## src/rtl/sbox_layer_scheduler_pkg.sv

```systemverilog
// Shared types and constants for the serial masked S-box layer scheduler.
package sbox_sched_pkg;

  localparam int NIBBLES = 16;
  localparam int NIB_W   = 4;
  localparam int CNT_W   = 5;

  typedef enum logic [1:0] {
    IDLE,
    FEED,
    DRAIN,
    DONE
  } state_e;

  // One slot of the latency tracker: marks a real issue and which nibble it carries.
  typedef struct packed {
    logic             valid;
    logic [NIB_W-1:0] tag;
  } lat_ent_t;

  // Pick nibble idx (bits [4*idx+3 : 4*idx]) out of a single 64-bit share.
  function automatic logic [NIB_W-1:0] nib_sel(input logic [63:0] v, input logic [3:0] idx);
    return v[{idx, 2'b00} +: NIB_W];
  endfunction

endpackage

```

## src/rtl/sbox_layer_scheduler_lat_tracker.sv

```systemverilog
// LAT-deep shift register of {valid, tag} that mirrors the S-box pipeline,
// so each result coming out of the core can be routed back to its nibble.
module sbox_lat_tracker
  import sbox_sched_pkg::*;
#(
  parameter int LAT = 1
) (
  input  logic             clk,
  input  logic             rst,
  input  logic             i_valid,
  input  logic [NIB_W-1:0] i_tag,
  output logic             o_valid,
  output logic [NIB_W-1:0] o_tag
);

  lat_ent_t r_pipe [LAT];

  // Shift one entry per clock; a bubble travels as valid=0.
  always_ff @(posedge clk or negedge rst) begin
    if (!rst) begin
      // NOTE: this small array is cleared on reset on purpose: a stale valid bit
      // surviving a mid-layer reset would retire garbage into the next layer.
      for (int i = 0; i < LAT; i++) begin
        r_pipe[i] <= '0;
      end
    end else begin
      r_pipe[0] <= '{valid: i_valid, tag: i_tag};
      for (int i = 1; i < LAT; i++) begin
        r_pipe[i] <= r_pipe[i-1];
      end
    end
  end

  assign o_valid = r_pipe[LAT-1].valid;
  assign o_tag   = r_pipe[LAT-1].tag;

endmodule

```

## src/rtl/sbox_layer_scheduler.sv

```systemverilog
// Serialises a two-share 64-bit state through one shared masked 4-bit S-box.
// Nibbles are only presented together with fresh randomness; results are
// written back by tag as they emerge LAT cycles later. Share 0 and share 1
// travel on fully separate datapaths.
module sbox_layer_scheduler
  import sbox_sched_pkg::*;
#(
  parameter int LAT     = 1,
  parameter int FRESH_W = 64
) (
  input  logic               clk,
  input  logic               rst,
  input  logic               start,
  input  logic [63:0]        in_s0,
  input  logic [63:0]        in_s1,
  output logic               busy,
  output logic               done,
  output logic [63:0]        out_s0,
  output logic [63:0]        out_s1,
  output logic [3:0]         sb_x_s0,
  output logic [3:0]         sb_x_s1,
  output logic [FRESH_W-1:0] sb_fresh,
  input  logic [3:0]         sb_y_s0,
  input  logic [3:0]         sb_y_s1,
  output logic               rnd_req,
  input  logic               rnd_valid,
  input  logic [FRESH_W-1:0] rnd_data
);

  state_e           r_state;
  logic [CNT_W-1:0] r_iss;
  logic [CNT_W-1:0] r_ret;
  logic [63:0]      r_s0;
  logic [63:0]      r_s1;
  logic [63:0]      r_out_s0;
  logic [63:0]      r_out_s1;

  logic             w_issue;
  logic             w_retire;
  logic             w_ret_valid;
  logic [NIB_W-1:0] w_ret_tag;

  // An issue needs both the FEED state and a randomness transfer this cycle.
  assign w_issue  = (r_state == FEED) && rnd_valid;
  assign w_retire = w_ret_valid && ((r_state == FEED) || (r_state == DRAIN));

  // Drive the S-box only in issue cycles; bubbles present all-zero inputs.
  always_comb begin
    // NOTE: every output gets a default first, so no branch can leave one
    // unassigned and infer a latch.
    sb_x_s0  = '0;
    sb_x_s1  = '0;
    sb_fresh = '0;
    if (w_issue) begin
      sb_x_s0  = nib_sel(r_s0, r_iss[3:0]);
      sb_x_s1  = nib_sel(r_s1, r_iss[3:0]);
      sb_fresh = rnd_data;
    end
  end

  sbox_lat_tracker #(
    .LAT (LAT)
  ) u_lat_tracker (
    .clk     (clk),
    .rst     (rst),
    .i_valid (w_issue),
    .i_tag   (r_iss[3:0]),
    .o_valid (w_ret_valid),
    .o_tag   (w_ret_tag)
  );

  // Layer control: latch shares, count issues and retires, sequence the states.
  always_ff @(posedge clk or negedge rst) begin
    if (!rst) begin
      r_state <= IDLE;
      r_iss   <= '0;
      r_ret   <= '0;
      r_s0    <= '0;
      r_s1    <= '0;
    end else begin
      // NOTE: state is updated with non-blocking assignments only, so every
      // branch below reads the pre-edge values of r_iss and r_ret.
      if (w_retire) begin
        r_ret <= r_ret + CNT_W'(1);
      end
      case (r_state)
        IDLE: begin
          if (start) begin
            r_s0    <= in_s0;
            r_s1    <= in_s1;
            r_iss   <= '0;
            r_ret   <= '0;
            r_state <= FEED;
          end
        end
        FEED: begin
          if (w_issue) begin
            r_iss <= r_iss + CNT_W'(1);
            if (r_iss == CNT_W'(NIBBLES - 1)) begin
              r_state <= DRAIN;
            end
          end
        end
        DRAIN: begin
          if (w_retire && (r_ret == CNT_W'(NIBBLES - 1))) begin
            r_state <= DONE;
          end
        end
        DONE:    r_state <= IDLE;
        default: r_state <= IDLE;
      endcase
    end
  end

  // Write each retired result nibble into its slot; untouched nibbles hold.
  always_ff @(posedge clk or negedge rst) begin
    if (!rst) begin
      r_out_s0 <= '0;
      r_out_s1 <= '0;
    end else if (w_retire) begin
      r_out_s0[{w_ret_tag, 2'b00} +: NIB_W] <= sb_y_s0;
      r_out_s1[{w_ret_tag, 2'b00} +: NIB_W] <= sb_y_s1;
    end
  end

  // Status outputs are plain decodes of the state register.
  assign busy    = (r_state != IDLE);
  assign done    = (r_state == DONE);
  assign rnd_req = (r_state == FEED);
  assign out_s0  = r_out_s0;
  assign out_s1  = r_out_s1;

endmodule

```

## config.mk

```make
export PLATFORM = sky130hd
export DESIGN_NAME = sbox_layer_scheduler
export DESIGN_NICKNAME = d
export VERILOG_FILES = /design/src/rtl/sbox_layer_scheduler_pkg.sv /design/src/rtl/sbox_layer_scheduler_lat_tracker.sv /design/src/rtl/sbox_layer_scheduler.sv
export SDC_FILE = /design/constraint.sdc
export NUM_CORES = 1
export LEC_CHECK = 0
export BUFFER_PORTS_ARGS = -buffer_cell sky130_fd_sc_hd__buf_4
export CAP_MARGIN = 10
export CORE_ASPECT_RATIO = 0.7
export CORE_MARGIN = 5
export CORE_UTILIZATION = 40
export CTS_CLUSTER_DIAMETER = 150
export DETAILED_ROUTE_END_ITERATION = 8
export GPL_ROUTABILITY_DRIVEN = 0
export PLACE_DENSITY = 0.66
export SLEW_MARGIN = 15
export SYNTH_ARGS = -nofsm -noshare
export SYNTH_HDL_FRONTEND = slang
export SYNTH_SLANG_ARGS = --single-unit
```

## constraint.sdc

```tcl
create_clock -name clk -period 4.92 [get_ports clk]
set_input_delay 0.246 -clock clk [delete_from_list [all_inputs] [get_ports clk]]
set_output_delay 0.246 -clock clk [all_outputs]
set_load 0.05 [all_outputs]
```

==> results.sh <==
export IMPL_run_status="complete, no violations"
export IMPL_max_cap_viol_count=0
export IMPL_grt_use_met3_pct=4.23
export IMPL_floorplan_die_height_um=157
export IMPL_cts_max_level=1
export IMPL_antenna_found_initial=3
export IMPL_buffer_ports_inserted=406
export IMPL_global_route_peak_usage_layer="met2"
export IMPL_drt_vias_per_instance=5.07
export IMPL_p_r_area_growth_vs_syn_pct=45.7
export IMPL_max_stage_delay_on_crit_path_ns=1.09
export IMPL_netlist_top_cells_area="dfrtp_1 (55%), mux2_2 (23%), mux2i_1 (5.2%)"
export IMPL_setup_repair_after_global_routing_missed_its_margin="no"
export IMPL_ys_flop_type="dfrtp_1"
export IMPL_crit_chain="buf_4, mux2i_1, a22oi_1, nand2_1, o22ai_1, buf_4"
export IMPL_yosys_area_top_type_share_pct=55.3
export IMPL_final_routed_wirelength_across_all_metal_layers_um=39800
export IMPL_clock_tree_from_tritoncts="done"
export IMPL_place_worst_setup_slack_ns=2.20
export IMPL_initial_core_util_pct=40.8
export IMPL_yosysSeqAreaShare_pct=55.3
export IMPL_timing_slew_headroom_pct=26.2
export IMPL_worstPathRequired_ns=4.67
export IMPL_async_reset_ff_share_pct=100
export IMPL_number_of_synthesized_flops_with_an_enable_pin=0
export IMPL_worstHoldPathType="in -> reg"
export IMPL_syn_instance_count=917
export IMPL_setup_viol=0
export IMPL_vias_in_the_first_global_route=9939
export IMPL_die_width_um=220
export IMPL_max_freq_mhz=317
export IMPL_grt_overflow_total=0
export IMPL_start_to_end_type_of_the_worst_setup_path="reg -> out"
export IMPL_cts_buffers=28
export IMPL_layout_drive_gt1_share_pct=51.2
export IMPL_num_vias=9449
export IMPL_synth_warnings=0
export IMPL_route_detailed_drc=0
export IMPL_layout_cells_most_common="buf_4"
export IMPL_max_clock_path_buffers=3
export IMPL_worst_slew_pin_transition_ns=1.11
export IMPL_clk_root_buffer_cell="clkbuf_16"
export IMPL_hold_violations=0
export IMPL_post_synth_instance_area_um2=12300
export IMPL_dpl_hpwl_um=28500
export IMPL_post_synth_cell_area_avg_um2=13.5
export IMPL_post_cts_repair_setup_buffers=0
export IMPL_clkSlewWorstSetupHoldPaths_ns=0.06
export IMPL_clk_latency_ns=0.55
export IMPL_finalCritPeriodShare_pct=64.1
export IMPL_fp_dieArea_um2=34500
export IMPL_critical_path_top_cell_by_count="buf_4"
export IMPL_iteration_count_of_the_initial_detailed_routing_pass=4
export IMPL_post_drt_wl_per_cell_um=21.4
export IMPL_post_cts_resized=0
export IMPL_setup_worst_path_start_class="register"
export IMPL_yosys_register_bits=273
export IMPL_worst_ir_drop_vdd_mv=0.182
export IMPL_post_layout_nets=1644
export IMPL_global_route_usage_total_pct=22.4
export IMPL_worst_path_max_delay_cell="dfrtp_4"
export IMPL_count_of_buffering_cells_on_the_critical_path_with_inverters_included=2
export IMPL_drv_slew=0
export IMPL_finClkSkew_ns=0.0126
export IMPL_tritoncts_num_sinks=273
export IMPL_timing_critical_path_arrival_ns=2.91
export IMPL_layout_min_cycle_time_ns=3.15
export IMPL_worstSetupEndpointType="output port"
export IMPL_remaining_antenna_violation_count_after_routing=0
export IMPL_ratio_of_total_power_to_cell_area_nw_per_um2=273
export IMPL_setup_tns_final_ns=0
export IMPL_critical_path_max_fanout=61
export IMPL_top_level_ports=407
export IMPL_drtIter0Drc=484
export IMPL_grt_use_met1_pct=30.9
export IMPL_final_cell_mix="buf_4 (411), dfrtp_1 (272), mux2_2 (256)"
export IMPL_final_critical_path_setup_slack_ns=1.77
export IMPL_core_area_um2=30200
export IMPL_pin_count_of_the_biggest_net_entering_global_routing=106
export IMPL_syn_nets=1133
export IMPL_critPathTopFamily="flip-flops"
export IMPL_grt_met2_usage_pct=37.1
export IMPL_finalPower_mw=4.92
export IMPL_synth_cell_type_count=45
export IMPL_rows=53
export IMPL_grt_first_pass_wirelength_um=60200
export IMPL_synth_top_cell_by_area="dfrtp_1"
export IMPL_cellLeakagePower_nw=9.00
path summary, 6_finish.rpt:
path,from,to,slack [ns],cells past startpoint
max,r_iss[0]$_DFFE_PN0P_,sb_x_s0[3],1.77,6
min,sb_y_s1[1],out_s1[49]$_DFFE_PN0P_,0.06,2
max reg2reg,r_state[0]$_DFFE_PN0P_,out_s0[26]$_DFFE_PN0P_,2.14,6
min reg2reg,r_s1[63]$_DFFE_PN0P_,r_s1[63]$_DFFE_PN0P_,0.50,1
max in group asynchronous,rst,out_s1[35]$_DFFE_PN0P_,3.48,3
min in group asynchronous,rst,out_s1[40]$_DFFE_PN0P_,0.35,2
what timing repair did:
item                       CTS  global route
hold endpoints to repair   230             0
hold buffers               129             0
setup endpoints to repair    0             0
through the flow:
| stage | cells | hold WS (ns) | area [um2] | util (%) |
|---|---|---|---|---|
| floorplan | 917 | -0.0496 | 12300 | - |
| global placement | 1681 | 0.364 | 15700 | 52.0 |
| detailed placement | 1681 | 0.356 | 15700 | 52.0 |
| CTS | 1862 | 0.0317 | 18000 | 59.5 |
| global route | 1864 | 0.0382 | 18000 | 59.5 |
| finish | 1865 | 0.0641 | 18000 | 59.5 |
Yosys cell counts, types with 2 or more instances:
cell / number
mux2i_1: 64
clkbuf_1: 35
nor2_2: 3
and3_1: 79
ha_1: 12
buf_2: 18
dfrtp_1: 273
nand2b_1: 4
nand2_1: 32
o21ai_0: 10
xnor2_1: 3
mux2_2: 256
inv_1: 9
nor2b_1: 5
nand4_2: 2
and2_1: 12
nand3_1: 9
a22oi_1: 33
xor2_1: 2
buf_1: 6
o21ai_2: 2
nand3b_1: 2
a22o_1: 3
nor2_4: 3
nor2_1: 10
a21oi_1: 3
o22ai_1: 9
power by group:
group          switching (mW)  leakage, nW  internal [mW]
Combinational           0.217         4.88          0.218
Clock                   0.917        0.469           1.28
Sequential             0.0124         3.65           2.27
Total                    1.15         9.00           3.77
final cells by class:
type	count	area (um2)
Fill cell	2439	12200
Sequential cell	273	6840
Multi-Input combinational cell	574	5240
Timing Repair Buffer	542	4410
Clock buffer	35	778
Tap cell	412	515
Clock inverter	17	175
Inverter	9	33.8
Antenna cell	3	7.51
cells by family (layout without fill, tap and decap cells):
family,after synthesis,in the layout,synth area share [%]
mux,321,321,28.6
flops,273,273,55.3
simple gates,169,169,8.14
buf+inv,70,603,2.40
compound gates,65,65,3.68
fa+ha+maj,12,12,1.22
xor+xnor,7,7,0.618
other cells,0,3,0
registers in the layout (all words and copies together), names as in the netlist:
signal                 flops
u_lat_tracker.o_tag        4
out_s0                    64
out_s1                    64
r_state                    2
r_s1                      64
r_iss                      5
r_ret                      5
u_lat_tracker.o_valid      1
r_s0                      64
routing by layer:
| metal | vias up | part of all wire, % |
|---|---|---|
| li1 | 4338 | - |
| met1 | 4759 | 45 |
| met2 | 289 | 48 |
| met3 | 61 | 4.9 |
| met4 | 2 | 2.7 |
| met5 | - | 0.033 |
Power figures use the tool's default switching activity.
